===== config.mk =====
export PLATFORM = sky130hd
export DESIGN_NAME = conv
export DESIGN_NICKNAME = d
export VERILOG_FILES = /design/src/rtl/conv_pkg.sv /design/src/rtl/conv_ram.sv /design/src/rtl/conv.sv
export SDC_FILE = /design/constraint.sdc
export NUM_CORES = 1
export LEC_CHECK = 0
export CAP_MARGIN = 20
export CORE_MARGIN = 2
export CORE_UTILIZATION = 63
export DETAILED_ROUTE_END_ITERATION = 7
export PLACE_DENSITY = 0.79
export SYNTH_ARGS = -nofsm -noshare
export SYNTH_HDL_FRONTEND = slang
export SYNTH_SLANG_ARGS = --single-unit

===== constraint.sdc =====
create_clock -name clk -period 4.3 [get_ports clk]
set_input_delay 0.86 -clock clk [delete_from_list [all_inputs] [get_ports clk]]
set_output_delay 0.86 -clock clk [all_outputs]
set_load 0.02 [all_outputs]

===== src/rtl/conv_pkg.sv =====
// Shared constants and types for the 3x3 convolution engine.
//   IMG_W  : frame width/height (8)
//   K      : kernel size (3)
//   OUT_W  : valid-region width/height (IMG_W-K+1 = 6)
//   ACC_W  : accumulator / result width (16)
//   KERNEL : 1 2 1 / 2 4 2 / 1 2 1, indexed by ki*3+kj
package conv_pkg;
    localparam int IMG_W = 8;
    localparam int K     = 3;
    localparam int OUT_W = IMG_W - K + 1;
    localparam int ACC_W = 16;

    // Element [ki*3+kj] is the coefficient for kernel row ki, column kj.
    // The kernel is symmetric, so the concatenation order does not matter.
    localparam logic [8:0][2:0] KERNEL = {3'd1, 3'd2, 3'd1,
                                          3'd2, 3'd4, 3'd2,
                                          3'd1, 3'd2, 3'd1};

    typedef enum logic [1:0] {
        IDLE = 2'd0,
        LOAD = 2'd1,
        CALC = 2'd2,
        DONE = 2'd3
    } state_t;
endpackage


===== src/rtl/conv_ram.sv =====
// 64x8 single-port frame buffer.
//   clk     : rising-edge clock
//   wr      : write enable (synchronous write)
//   address : word address
//   din     : write data
//   dout    : registered read data; holds its value during a write cycle
// Contents are not reset.
module conv_ram (
    input  logic       clk,
    input  logic       wr,
    input  logic [5:0] address,
    input  logic [7:0] din,
    output logic [7:0] dout
);
    logic [7:0] mem [0:63];

    always_ff @(posedge clk) begin
        if (wr)
            mem[address] <= din;
        else
            dout <= mem[address];
    end
endmodule


===== src/rtl/conv.sv =====
// 3x3 fixed-kernel convolution over an 8x8 frame of 8-bit pixels.
// The frame is written into a 64x8 RAM in raster order, then the 36
// valid-region results are produced in raster order, 11 cycles each.
//   clk    : rising-edge clock
//   rst    : synchronous active-high reset (aborts any frame in progress)
//   in_st  : pixel strobe, sampled in IDLE/LOAD only
//   din    : pixel value
//   dout   : result, updated on each out_st pulse and held otherwise
//   out_st : one-cycle result strobe
//   busy   : high from the first accepted pixel until after the last strobe
// Build option: define CONV_NORM_EN to output acc >> 4 instead of raw acc.
module conv #(
    parameter int IMG_W = 8,
    parameter int K     = 3
) (
    input  logic        clk,
    input  logic        rst,
    input  logic        in_st,
    input  logic [7:0]  din,
    output logic [15:0] dout,
    output logic        out_st,
    output logic        busy
);
    import conv_pkg::*;

    localparam logic [5:0] LAST_PIX = 6'(IMG_W * IMG_W - 1);
    localparam logic [1:0] LAST_K   = 2'(K - 1);
    localparam logic [2:0] LAST_OUT = 3'(OUT_W - 1);

    state_t           state;
    logic [5:0]       wptr;
    logic [2:0]       row, col;
    logic [1:0]       ki, kj;
    logic [3:0]       phase;
    logic [3:0]       kidx_q;
    logic [ACC_W-1:0] acc;

    logic             ram_wr;
    logic [5:0]       ram_addr;
    logic [7:0]       ram_q;
    logic [2:0]       rsum, csum;
    logic [3:0]       kidx;
    logic [2:0]       coef;
    logic [ACC_W-1:0] prod;
    logic [ACC_W-1:0] result;

    always_comb begin
        ram_wr   = in_st && (state == IDLE || state == LOAD);
        rsum     = row + 3'(ki);
        csum     = col + 3'(kj);
        // Row-major 8-wide frame: address is simply {row, col}.
        ram_addr = (state == CALC) ? {rsum, csum} : wptr;
        kidx     = 4'(ki) * 4'd3 + 4'(kj);
        // Read data arrives one cycle after its address, so the coefficient
        // index is delayed by one cycle to stay aligned with it.
        coef     = KERNEL[kidx_q];
        prod     = ACC_W'(coef) * ACC_W'(ram_q);
`ifdef CONV_NORM_EN
        result   = ACC_W'(acc >> 4);
`else
        result   = acc;
`endif
    end

    conv_ram u_ram (
        .clk     (clk),
        .wr      (ram_wr),
        .address (ram_addr),
        .din     (din),
        .dout    (ram_q)
    );

    // Per-result phases: 0..8 issue addresses, 1..9 accumulate, 10 emits.
    always_ff @(posedge clk) begin
        if (rst) begin
            state  <= IDLE;
            wptr   <= '0;
            row    <= '0;
            col    <= '0;
            ki     <= '0;
            kj     <= '0;
            phase  <= '0;
            kidx_q <= '0;
            acc    <= '0;
            dout   <= '0;
            out_st <= 1'b0;
            busy   <= 1'b0;
        end else begin
            out_st <= 1'b0;
            kidx_q <= kidx;
            case (state)
                IDLE: begin
                    if (in_st) begin
                        wptr  <= 6'd1;
                        busy  <= 1'b1;
                        state <= LOAD;
                    end
                end
                LOAD: begin
                    if (in_st) begin
                        if (wptr == LAST_PIX) begin
                            wptr  <= '0;
                            state <= CALC;
                        end else begin
                            wptr <= wptr + 6'd1;
                        end
                    end
                end
                CALC: begin
                    if (phase <= 4'd8) begin
                        if (kj == LAST_K) begin
                            kj <= '0;
                            ki <= (ki == LAST_K) ? 2'd0 : ki + 2'd1;
                        end else begin
                            kj <= kj + 2'd1;
                        end
                    end
                    if (phase >= 4'd1 && phase <= 4'd9)
                        acc <= ((phase == 4'd1) ? '0 : acc) + prod;
                    if (phase == 4'd10) begin
                        phase  <= '0;
                        dout   <= result;
                        out_st <= 1'b1;
                        if (col == LAST_OUT) begin
                            col <= '0;
                            if (row == LAST_OUT) begin
                                row   <= '0;
                                state <= DONE;
                            end else begin
                                row <= row + 3'd1;
                            end
                        end else begin
                            col <= col + 3'd1;
                        end
                    end else begin
                        phase <= phase + 4'd1;
                    end
                end
                DONE: begin
                    busy  <= 1'b0;
                    state <= IDLE;
                end
                default: state <= IDLE;
            endcase
        end
    end
endmodule


## Word-level counts from Yosys, hierarchy flattened

Memories as Yosys holds them, arrays and structs flattened. A register that Yosys moved wholly into a read port is not among the register bits.
Index checks and enable logic that the tools add are counted.

- $add $sub $neg: 10
- Multipliers: 2
- Magnitude comparators: 4
- Equality and inequality tests: 16
- Multiplexer cells: 25
- Bitwise operators: 1
- Reduce and logical (&&, ||, !) cells: 16

Operators by type and width:

| operator | number |
|---|---|
| 6-bit two-way mux | 4 |
| 16-bit by 11-bit adder with 16-bit output | 1 |
| 16-bit two-way mux | 1 |
| 2-bit two-way mux | 8 |
| 6-bit case mux with 2 select lines | 1 |
| 3-bit by 8-bit multiplier with 11-bit output | 1 |
| 3-bit two-way mux | 3 |
| 3-bit AND reduction | 3 |
| 2-bit equality test (second input constant) | 4 |
| 4-bit less-or-equal comparator (second input constant) | 2 |
| 4-bit two-way mux | 2 |
| 2-bit by 1-bit inequality test with 1-bit output (second input constant) | 4 |
| 2-bit case mux with 4 select lines | 1 |
| 2-bit AND reduction | 4 |
| 3-bit by 1-bit adder with 3-bit output (second input constant) | 2 |
| 3-bit by 2-bit adder with 3-bit output | 2 |
| 6-bit by 1-bit adder with 6-bit output (second input constant) | 1 |
| 3-bit equality test (second input constant) | 2 |
| 6-bit equality test (second input constant) | 1 |
| 6-bit AND reduction | 1 |
| 4-bit by 5-bit < comparator with 1-bit output (second input constant) | 1 |
| 2-bit by 1-bit adder with 2-bit output (second input constant) | 2 |
| 4-bit by 1-bit adder with 4-bit output (second input constant) | 1 |
| 4-bit by 2-bit adder with 4-bit output | 1 |
| other kinds (15) | 21 |

- Flip-flop bits (word level): 60
- Bits in writable memories: 512
- Memory bits (read-only): 48
- Memories kept: 2

Memory list:

| memory | words | bits a word | read ports | clocked after memory_dff | wr ports | RTL line | text |
|---|---|---|---|---|---|---|---|
| u_ram.mem | 64 | 8 | 1 | 1 | 1 | conv_ram.sv:15 | `logic [7:0] mem [0:63];` |
| (name not given) | 16 | 3 | 1 | 1 | 0 | conv.sv:56 | `coef = KERNEL[kidx_q];` |

## Longest topological paths before layout

Gate-level depths: netlist (run 1).

- Depth in word-level cells: 5
- Depth in mapped cells: 13
- Mapped depth without buffers: 12

## Cells and area by module

From an unflattened synthesis (run 1), not the netlist that was laid out.

- Cell total of the unflattened synthesis: 1614
- Area total of the unflattened synthesis: 23983.0 um2

Modules (own cells, without submodules):

| module | instances | cells each | area an instance (um2) | sequential area each (um2) |
|---|---|---|---|---|
| conv_ram | 1 | 1167 | 20129.3 | 15615.0 |
| conv | 1 | 447 | 3853.7 | 1181.1 |

## Worst setup path after synthesis (run 1)

No wires, ideal clock.

- Kind: register -> register
- Start point: register phase[1]
- End point: register acc[13]
- Data arrival time: 3.564 ns
- Path slack: 0.613 ns
- Stages on the path, launching flop included: 13
- Buffers on the path: 2
- Period minus slack after synthesis: 3.687 ns
- Cell sequence: dfxtp_1 -> clkbuf_1 -> or4b_1 -> clkbuf_1 -> and2_1 -> fa_1 -> fa_1 -> a21o_1 -> a21oi_1 -> o21ai_0 -> a41oi_1 -> nor2b_1 -> mux2_1

- Word-level cells in the longest chain between the ends: 3

RTL lines:

| item | RTL line | text |
|---|---|---|
| start: declaration | conv.sv:34 | `logic [3:0] phase;` |
| start signal: assignment | conv.sv:136 | `phase <= phase + 4'd1;` |
| 4-bit by 1-bit equality test with 1-bit output (tied with other cells) | conv.sv:119 | `acc <= ((phase == 4'd1) ? '0 : acc) + prod;` |
| 16-bit two-way mux / 1-bit logical AND (equally long branches) | conv.sv:119, conv.sv:118 |  |
| 16-bit by 11-bit adder with 16-bit output / 2-bit AND reduction (equally long branches) | - |  |
| end signal: assignment | conv.sv:119 |  |
| end: declaration | conv.sv:36 | `logic [ACC_W-1:0] acc;` |

Several ways; a longest one is shown, not always the timed one.
A chain may end at the register's enable or synchronous reset.

## Worst setup path after layout (run 1)

- Start point: register phase[0]
- End point: register acc[13]

Same word-level chain as after synthesis.

==> summary.md, run 1 <==
| Metric | Value |
|---|---|
| Run status | completed |
| Setup repair after global routing missed its margin | false |
| Row count | between 70 and 80 |
| Number of input and output port buffers inserted | 28 |
| Die X | ~200 um |
| Shortest period the worst path allows | between 3 and 4 ns |
| Final antenna-violating net count | 0 |
| IR drop worst, VDD | slightly below 0.0006 V |
| Final clock skew | roughly 0.013 ns |
| Area growth from synthesis to final layout | 11.5% |
| Post-CTS Setup Inserts | 0 |
| Arrival time of the worst setup path | between 4 and 5 ns |
| Clock tree sinks | roughly 580 |
| Max capacitance violation total | 0 |
| Data required time of the worst path | 4.80 ns |
| Maximum count of clock buffers along a single path | 3 |
| Synthesis-stage register bit count | between 500 and 600 |
| Total of fill cells in the finished design | between 2000 and 2500 |
| Mean instance size in the synthesized netlist | roughly 15 um^2 |
| CTS tree | yes |
| Most common library cell in the layout ignoring fill and taps | sky130_fd_sc_hd__edfxtp_1 |
| Standard cell area after detailed placement | ~25000 um^2 |
| Total of hold buffers inserted after clock tree synthesis | 0 |
| Final worst hold slack | 0.457 ns |
| Sequential share of the synthesized area | 69.8% |
| Total power draw | between 10 and 15 mW |
| Number of different library cells in the post-synthesis netlist | slightly below 60 |
| Total standard cell area after synthesis | between 20000 and 25000 um^2 |
| Ports | 29 |
| Inserted Clock Buffers | between 50 and 60 |
| Pin count of the biggest net entering global routing | 83 |
| Number of endpoints with negative hold slack in the final report | 0 |
| WHS Path Cells | 2 |
| Measured slew at the worst slew-check pin | about 1.1 ns |
| Synthesized netlist cell count | approximately 1600 |
| Kind of end point of the critical path | register |
| Achievable Freq | 0.254 GHz |
| Slew Viols, Final | 0 |
| Combinational fraction of design power | 20.8% |
| Switching share of power | about 28% |
| Warnings, synthesis | 0 |
| Dominant register cell in the synthesized netlist | sky130_fd_sc_hd__edfxtp_1 |
| Detailed-routing iteration count for the pre-antenna-repair pass | 5 |
| Tightest Hold Check Type | reg -> reg |
| Final setup violation count | 0 |
| Top library cells by usage in the layout, fill and taps aside | 520 x sky130_fd_sc_hd__edfxtp_1, 260 x sky130_fd_sc_hd__mux2i_1, 146 x sky130_fd_sc_hd__o22ai_1, 135 x sky130_fd_sc_hd__nor2_1, 88 x sky130_fd_sc_hd__nand2_1 |
| Placeable Area | between 30000 and 40000 um^2 |
| Sequential power share | a little under half |
| DIE AREA | between 30000 and 40000 um^2 |
| Vias in the first global route | approximately 14000 |
| Global-route wire length before repair | approximately 80 mm |
| Detailed router's first-iteration violation count | ~1600 |
| Leakage power of the design | ~10 nW |
| Total Routing Usage GR | 27.5% |
| Highest cell delay on the worst timing path | ~0.54 ns |
| Slowest library cell on the worst path | sky130_fd_sc_hd__dfxtp_1 |
| Global route total overflow | 0 |
| Routed length per placed instance | between 20 and 25 um |
| DRC viols | 0 |
| CTS-repair resized insts | 0 |
| Share of the clock period used by the worst path | about nine tenths |
| Category of the critical setup timing path | reg -> reg |
| Number of antenna diodes | 0 |
| Per-cell via count in the routed design | 6.27 |
| Cell depth of the worst flop-to-flop path | 11 |
| Cell type with the highest occurrence count on the critical path | sky130_fd_sc_hd__ha_1 |
| Total number of nets in the final design | 1741 |
| Power dissipated by switching net loads | just under 4 mW |
| Number of vias after detailed routing | roughly 14000 |
| EDFF count, synth | 520 |
| Clock group share of total power | 33.7% |
| Ratio of cells with drive above 1 in the final layout | under 10% |
| Critical path startpoint category | register |
| Final standard cell utilization of the core | 71.2% |
| Number of antenna violations at the first check in global routing | 1 |
| Clk_lat worst skew | 0.62 ns |
| Initial Utilization | 63.9% |
| Clock root buffer | sky130_fd_sc_hd__clkbuf_16 |
| CTS clock-pin slew for the worst setup and hold paths | about 0.060 ns |
| Level count of the clock H-tree | 2 |
| Max-slew headroom | roughly 28% |
| Internal power of the cells | slightly above 10 mW |
| Die Span Y | about 200 um |
| Power Dens Cells | about 530 nW/um^2 |
| Final design instance area without fill | 26800 um^2 |
| Global placer's final weighted congestion | between 0.9 and 1 |
| Setup TNS | 0 ns |
| Detailed placer's ending HPWL | between 30 and 40 mm |
| Overall routed net length | about 53 mm |
| Fraction of registers with async set or reset after synthesis | 0% |
| Synthesized netlist net count | 1692 |
| Ordered cell list for the critical path | or4b_1, and2_1, ha_1, ha_1, fa_1, a21o_1, a21oi_1, o21ai_0, a41oi_1, nor2b_1, mux2_1 |
| Maximum fanout along the worst path | 13 |
cells by family (layout without fill, tap and decap cells):
logic type	count (synthesis)	in the layout	share of synthesized area, %
buffers and inverters	137	232	2.65
and+or+nand+nor	331	331	6.41
xor gates and xnor gates	10	10	0.395
adders and majority gates	44	44	2.88
AOI/OAI and AO/OA	274	274	6.92
DFF	579	579	69.8
muxes	262	262	10.9
critical path: cells and delay by family (launching register included):
family,cells,cell delay [ns]
AO/OA/AOI/OAI,4,1.10
adder cells (fa/ha/maj),3,0.98
AND/OR/NAND/NOR,3,0.86
multiplexers,1,0.32
flip-flops,1,0.54
power by group through the flow:
stage	clock, mW	combinational [mW]	sequential (mW)
3_3_place_gp	0	2.82	6.52
6_report	4.77	2.94	6.41
5_1_grt	5.03	3.11	6.42
3_5_place_dp	0	2.88	6.53
2_1_floorplan	0	2.08	6.46
4_1_cts	4.82	2.91	6.41
routing by layer:
layer / track usage [%] / vias to the layer above / routed length [um]
li1: - / 6322 / -
met1: 36.1 / 6928 / 20300
met2: 46.1 / 675 / 26400
met3: 4.93 / 143 / 4260
met4: 10.8 / 0 / 2080
met5: 0 / - / 0
cell usage after synthesis (all sizes together) (2+ instances only):
cell type / number / area share [%]
o21a: 3 / 0.094
nor2b: 8 / 0.21
nor3b: 3 / 0.094
o31ai: 2 / 0.062
nand3: 14 / 0.29
edfxtp: 520 / 65
and4: 2 / 0.073
nor2: 135 / 2.1
xor2: 3 / 0.11
dfxtp: 59 / 4.9
ha: 25 / 1.3
and3: 4 / 0.10
a21o: 8 / 0.25
a31oi: 2 / 0.078
nand2b: 4 / 0.10
or4: 13 / 0.41
or3: 8 / 0.21
buf: 55 / 1.4
inv: 43 / 0.67
nand4: 2 / 0.052
nor3: 7 / 0.15
nand4b: 5 / 0.18
o22ai: 146 / 3.8
a211oi: 4 / 0.12
xnor2: 7 / 0.29
nand2: 88 / 1.4
o41ai: 2 / 0.073
or3b: 2 / 0.073
nand3b: 6 / 0.19
mux2i: 261 / 11
fa: 19 / 1.6
and2: 26 / 0.68
o21bai: 2 / 0.062
clkbuf: 39 / 0.61
a22oi: 2 / 0.062
a21oi: 47 / 0.98
o21ai: 44 / 0.92
o211ai: 3 / 0.094
cell type report:
type | count | area [um^2] | area share [%]
Multi-Input combinational cell | 921 | 6660 | 24.8
Clock buffer | 78 | 1570 | 5.85
Sequential cell | 579 | 16800 | 62.6
Clock inverter | 27 | 229 | 0.854
Tap cell | 511 | 639 | 2.38
Timing Repair Buffer | 84 | 763 | 2.85
Inverter | 43 | 161 | 0.602
metrics by stage:
step	worst slack, ns	std cells
6_report	0.369	2243
3_3_place_gp	0.608	2137
4_1_cts	0.383	2242
3_5_place_dp	0.407	2137
2_1_floorplan	0.613	1637
5_1_grt	0.121	2243
worst paths after layout:
check / start / end / slack [ns]
worst max-delay path: phase[0] / acc[13] / 0.37
worst min-delay path: dout[4] / dout[4] / 0.46
worst max register to register: phase[0] / acc[13] / 0.37
worst min register to register: dout[4] / dout[4] / 0.46
state kept, by name, summed over array words and instances, names as in the netlist, 2 cells and up:
| name | flops |
|---|---|
| u_ram.mem | 512 |
| acc | 16 |
| dout | 16 |
| u_ram.dout | 8 |
| wptr | 6 |
| phase | 4 |
| coef | 3 |
| col | 3 |
| row | 3 |
| ki | 2 |
| kj | 2 |
| state | 2 |
No activity file was read; power rests on OpenSTA's default activity.
==> run 2: changes to the inputs <==
DONT_BUFFER_PORTS = 1   (was unset)
PLACE_DENSITY = 0.78   (was 0.79)
==> run 2 against run 1 <==
Against the previous run: combinational power down 5%; core utilization shrank 0.82 points; first-iteration DRC count is 26% lower; worst setup slack got worse by 0.095 ns; critical path depth down 2; die area is the same; fmax down 2.4%; hold slack got worse by 0.14 ns; non-clock buffer count is 30 lower; final area fell by 1.2%; flip-flop and latch count did not move.
==> summary.md, run 2 (same netlist as run 1, synthesis figures left out) <==
| Metric | Value |
|---|---|
| Clock tree sinks | 579 |
| Total of hold buffers inserted after clock tree synthesis | 0 |
| Routed length on met2 | approximately 26 mm |
| Final antenna-violating net count | 0 |
| Setup TNS | 0 ns |
| Slowest library cell on the worst path | sky130_fd_sc_hd__ha_1 |
| Placeable Area | between 30000 and 40000 um^2 |
| Met3 routed WL | between 4 and 5 mm |
| Global-route wire length before repair | 79.2 mm |
| Maximum fanout along the worst path | 58 |
| DIE AREA | roughly 40000 um^2 |
| Total Routing Usage GR | between 20% and 30% |
| Global placer's final weighted congestion | 0.854 |
| Ports | 29 |
| Final standard cell utilization of the core | 70.4% |
| Hold Startpoint | rst |
| Detailed placer's ending HPWL | about 31 mm |
| Measured slew at the worst slew-check pin | between 0.8 and 0.9 ns |
| Run status | completed |
| IR drop worst, VDD | 0.000388 V |
| Routed length per placed instance | approximately 24 um |
| Overall routed net length | 52.1 mm |
| Number of antenna diodes | 0 |
| Top library cells by usage in the layout, fill and taps aside | 520 x sky130_fd_sc_hd__edfxtp_1, 260 x sky130_fd_sc_hd__mux2i_1, 146 x sky130_fd_sc_hd__o22ai_1, 135 x sky130_fd_sc_hd__nor2_1, 88 x sky130_fd_sc_hd__nand2_1 |
| Row count | 71 |
| Setup repair after global routing missed its margin | false |
| Cell depth of the worst flop-to-flop path | 9 |
| CP startpoint | state[0] |
| Level count of the clock H-tree | 2 |
| Number of endpoints with negative hold slack in the final report | 0 |
| Clock root buffer | sky130_fd_sc_hd__clkbuf_16 |
| Inserted Clock Buffers | between 50 and 60 |
| Cell type with the highest occurrence count on the critical path | sky130_fd_sc_hd__o21ai_0 |
| Number of input and output port buffers inserted | 0 |
| Storage cell area | roughly 17000 um^2 |
| Max capacitance violation total | 0 |
| Die X | 199 um |
| Detailed router's first-iteration violation count | roughly 1200 |
| Critical R2R Launch | state[0] |
| Initial Utilization | 63.9% |
| Number of vias after detailed routing | between 10000 and 15000 |
| Total number of nets in the final design | approximately 1700 |
| Leakage power of the design | about 10 nW |
| Critical path startpoint category | register |
| Largest registers | u_ram.mem: 512 flops, acc: 16 flops, dout: 16 flops |
| Final clock skew | roughly 0.023 ns |
| Shortest period the worst path allows | between 4 and 5 ns |
| Endpoint of the worst-slack reg-to-reg timing path | u_ram.dout[0] |
| Tightest Hold Check Type | in -> reg |
| Post-CTS Setup Inserts | 0 |
| Most common library cell in the layout ignoring fill and taps | sky130_fd_sc_hd__edfxtp_1 |
| Highest routing layer actually used | met5 |
| Die Span Y | approximately 200 um |
| Reg-to-reg slack, setup | ~0.27 ns |
| Power Dens Cells | about 520 nW/um^2 |
| CTS clock-pin slew for the worst setup and hold paths | around 0.07 ns |
| Category of the critical setup timing path | reg -> reg |
| Final setup violation count | 0 |
| Top register by number of flip-flops | u_ram.mem |
| Per-cell via count in the routed design | roughly 6.3 |
| Total of fill cells in the finished design | between 2000 and 2500 |
| Ratio of cells with drive above 1 in the final layout | ~8.4% |
| Global route total overflow | 0 |
| Length of routed wiring on met1 | 20.5 mm |
| Pin count of the biggest net entering global routing | 66 |
| Total area of multi-input combinational cells | 6660 um^2 |
| Data required time of the worst path | 4.64 ns |
| Worst setup endpoint | u_ram.dout[0] |
| Ordered cell list for the critical path | inv_1, ha_1, mux2i_4, buf_12, mux2i_1, o22ai_1, o21ai_0, o21ai_0, or4_1 |
| Clk_lat worst skew | between 0.6 and 0.7 ns |
| Detailed-routing iteration count for the pre-antenna-repair pass | 5 |
| Slew Viols, Final | 0 |
| Maximum count of clock buffers along a single path | 3 |
| Share of the clock period used by the worst path | between 90% and 100% |
| Vias in the first global route | 13800 |
| Highest cell delay on the worst timing path | 0.74 ns |
| Total power draw | around 14 mW |
| Number of antenna violations at the first check in global routing | 4 |
| CTS-repair resized insts | 0 |
| Area growth from synthesis to final layout | 10.2% |
| Largest register FFs | just over 500 |
| DRC viols | 0 |
| Max-slew headroom | a little over two fifths |
| Arrival time of the worst setup path | approximately 4.4 ns |
| Achievable Freq | 0.248 GHz |
| CTS tree | yes |
| Kind of end point of the critical path | register |
==> run 2: through the flow <==
stage          worst slack, ns  instances  cell area, um^2  hold WS [ns]
2_1_floorplan            0.613       1637            24100         0.440
5_1_grt                  0.166       2209            26500         0.301
6_report                 0.274       2209            26500         0.320
4_1_cts                  0.372       2209            26500         0.290
3_3_place_gp             0.493       2108            24800         0.459
3_5_place_dp             0.397       2108            24800         0.461
==> run 2: layout make-up <==
type	instances	area share (%)
clock inverters	30	0.906
repair buffers	54	2.00
multi-input cells	921	25.1
flip-flops and latches	579	63.4
clock buffers	71	5.59
well taps	511	2.41
inverters	43	0.609
==> run 2: worst min-delay path by stage <==
stage / end / slack [ns] / cells past startpoint
3_3_place_gp: dout[9] / 0.46 / 2
6_report: busy / 0.32 / 1
3_5_place_dp: dout[9] / 0.46 / 2
4_1_cts: busy / 0.29 / 1
5_1_grt: busy / 0.30 / 1
2_1_floorplan: dout[10] / 0.44 / 2
==> run 2: metal layers <==
metal	vias to the layer above	global-route usage (%)
li1	6265	-
met2	560	45.3
met4	8	10.8
met5	-	0
met1	6950	35.2
met3	124	4.78
==> run 2: worst max-delay path: cells and delay by family (launching register included) <==
kind / cells / cell delay [ns]
compound gates: 3 / 0.92
flops: 1 / 0.34
mux: 2 / 0.76
fa+ha+maj: 1 / 0.74
buf+inv: 2 / 0.48
simple gates: 1 / 0.45
==> run 2: where the power goes <==
group	switching, mW	internal, mW
registers	0.0982	6.29
logic	1.67	1.12
clock network	2.01	2.61
total	3.78	10.0
==> run 3: changes to the inputs <==
CTS_CLUSTER_SIZE = 40   (was unset)
==> results of run 3 <==
The final DEF is identical to that of run 2; final timing and power are the same.
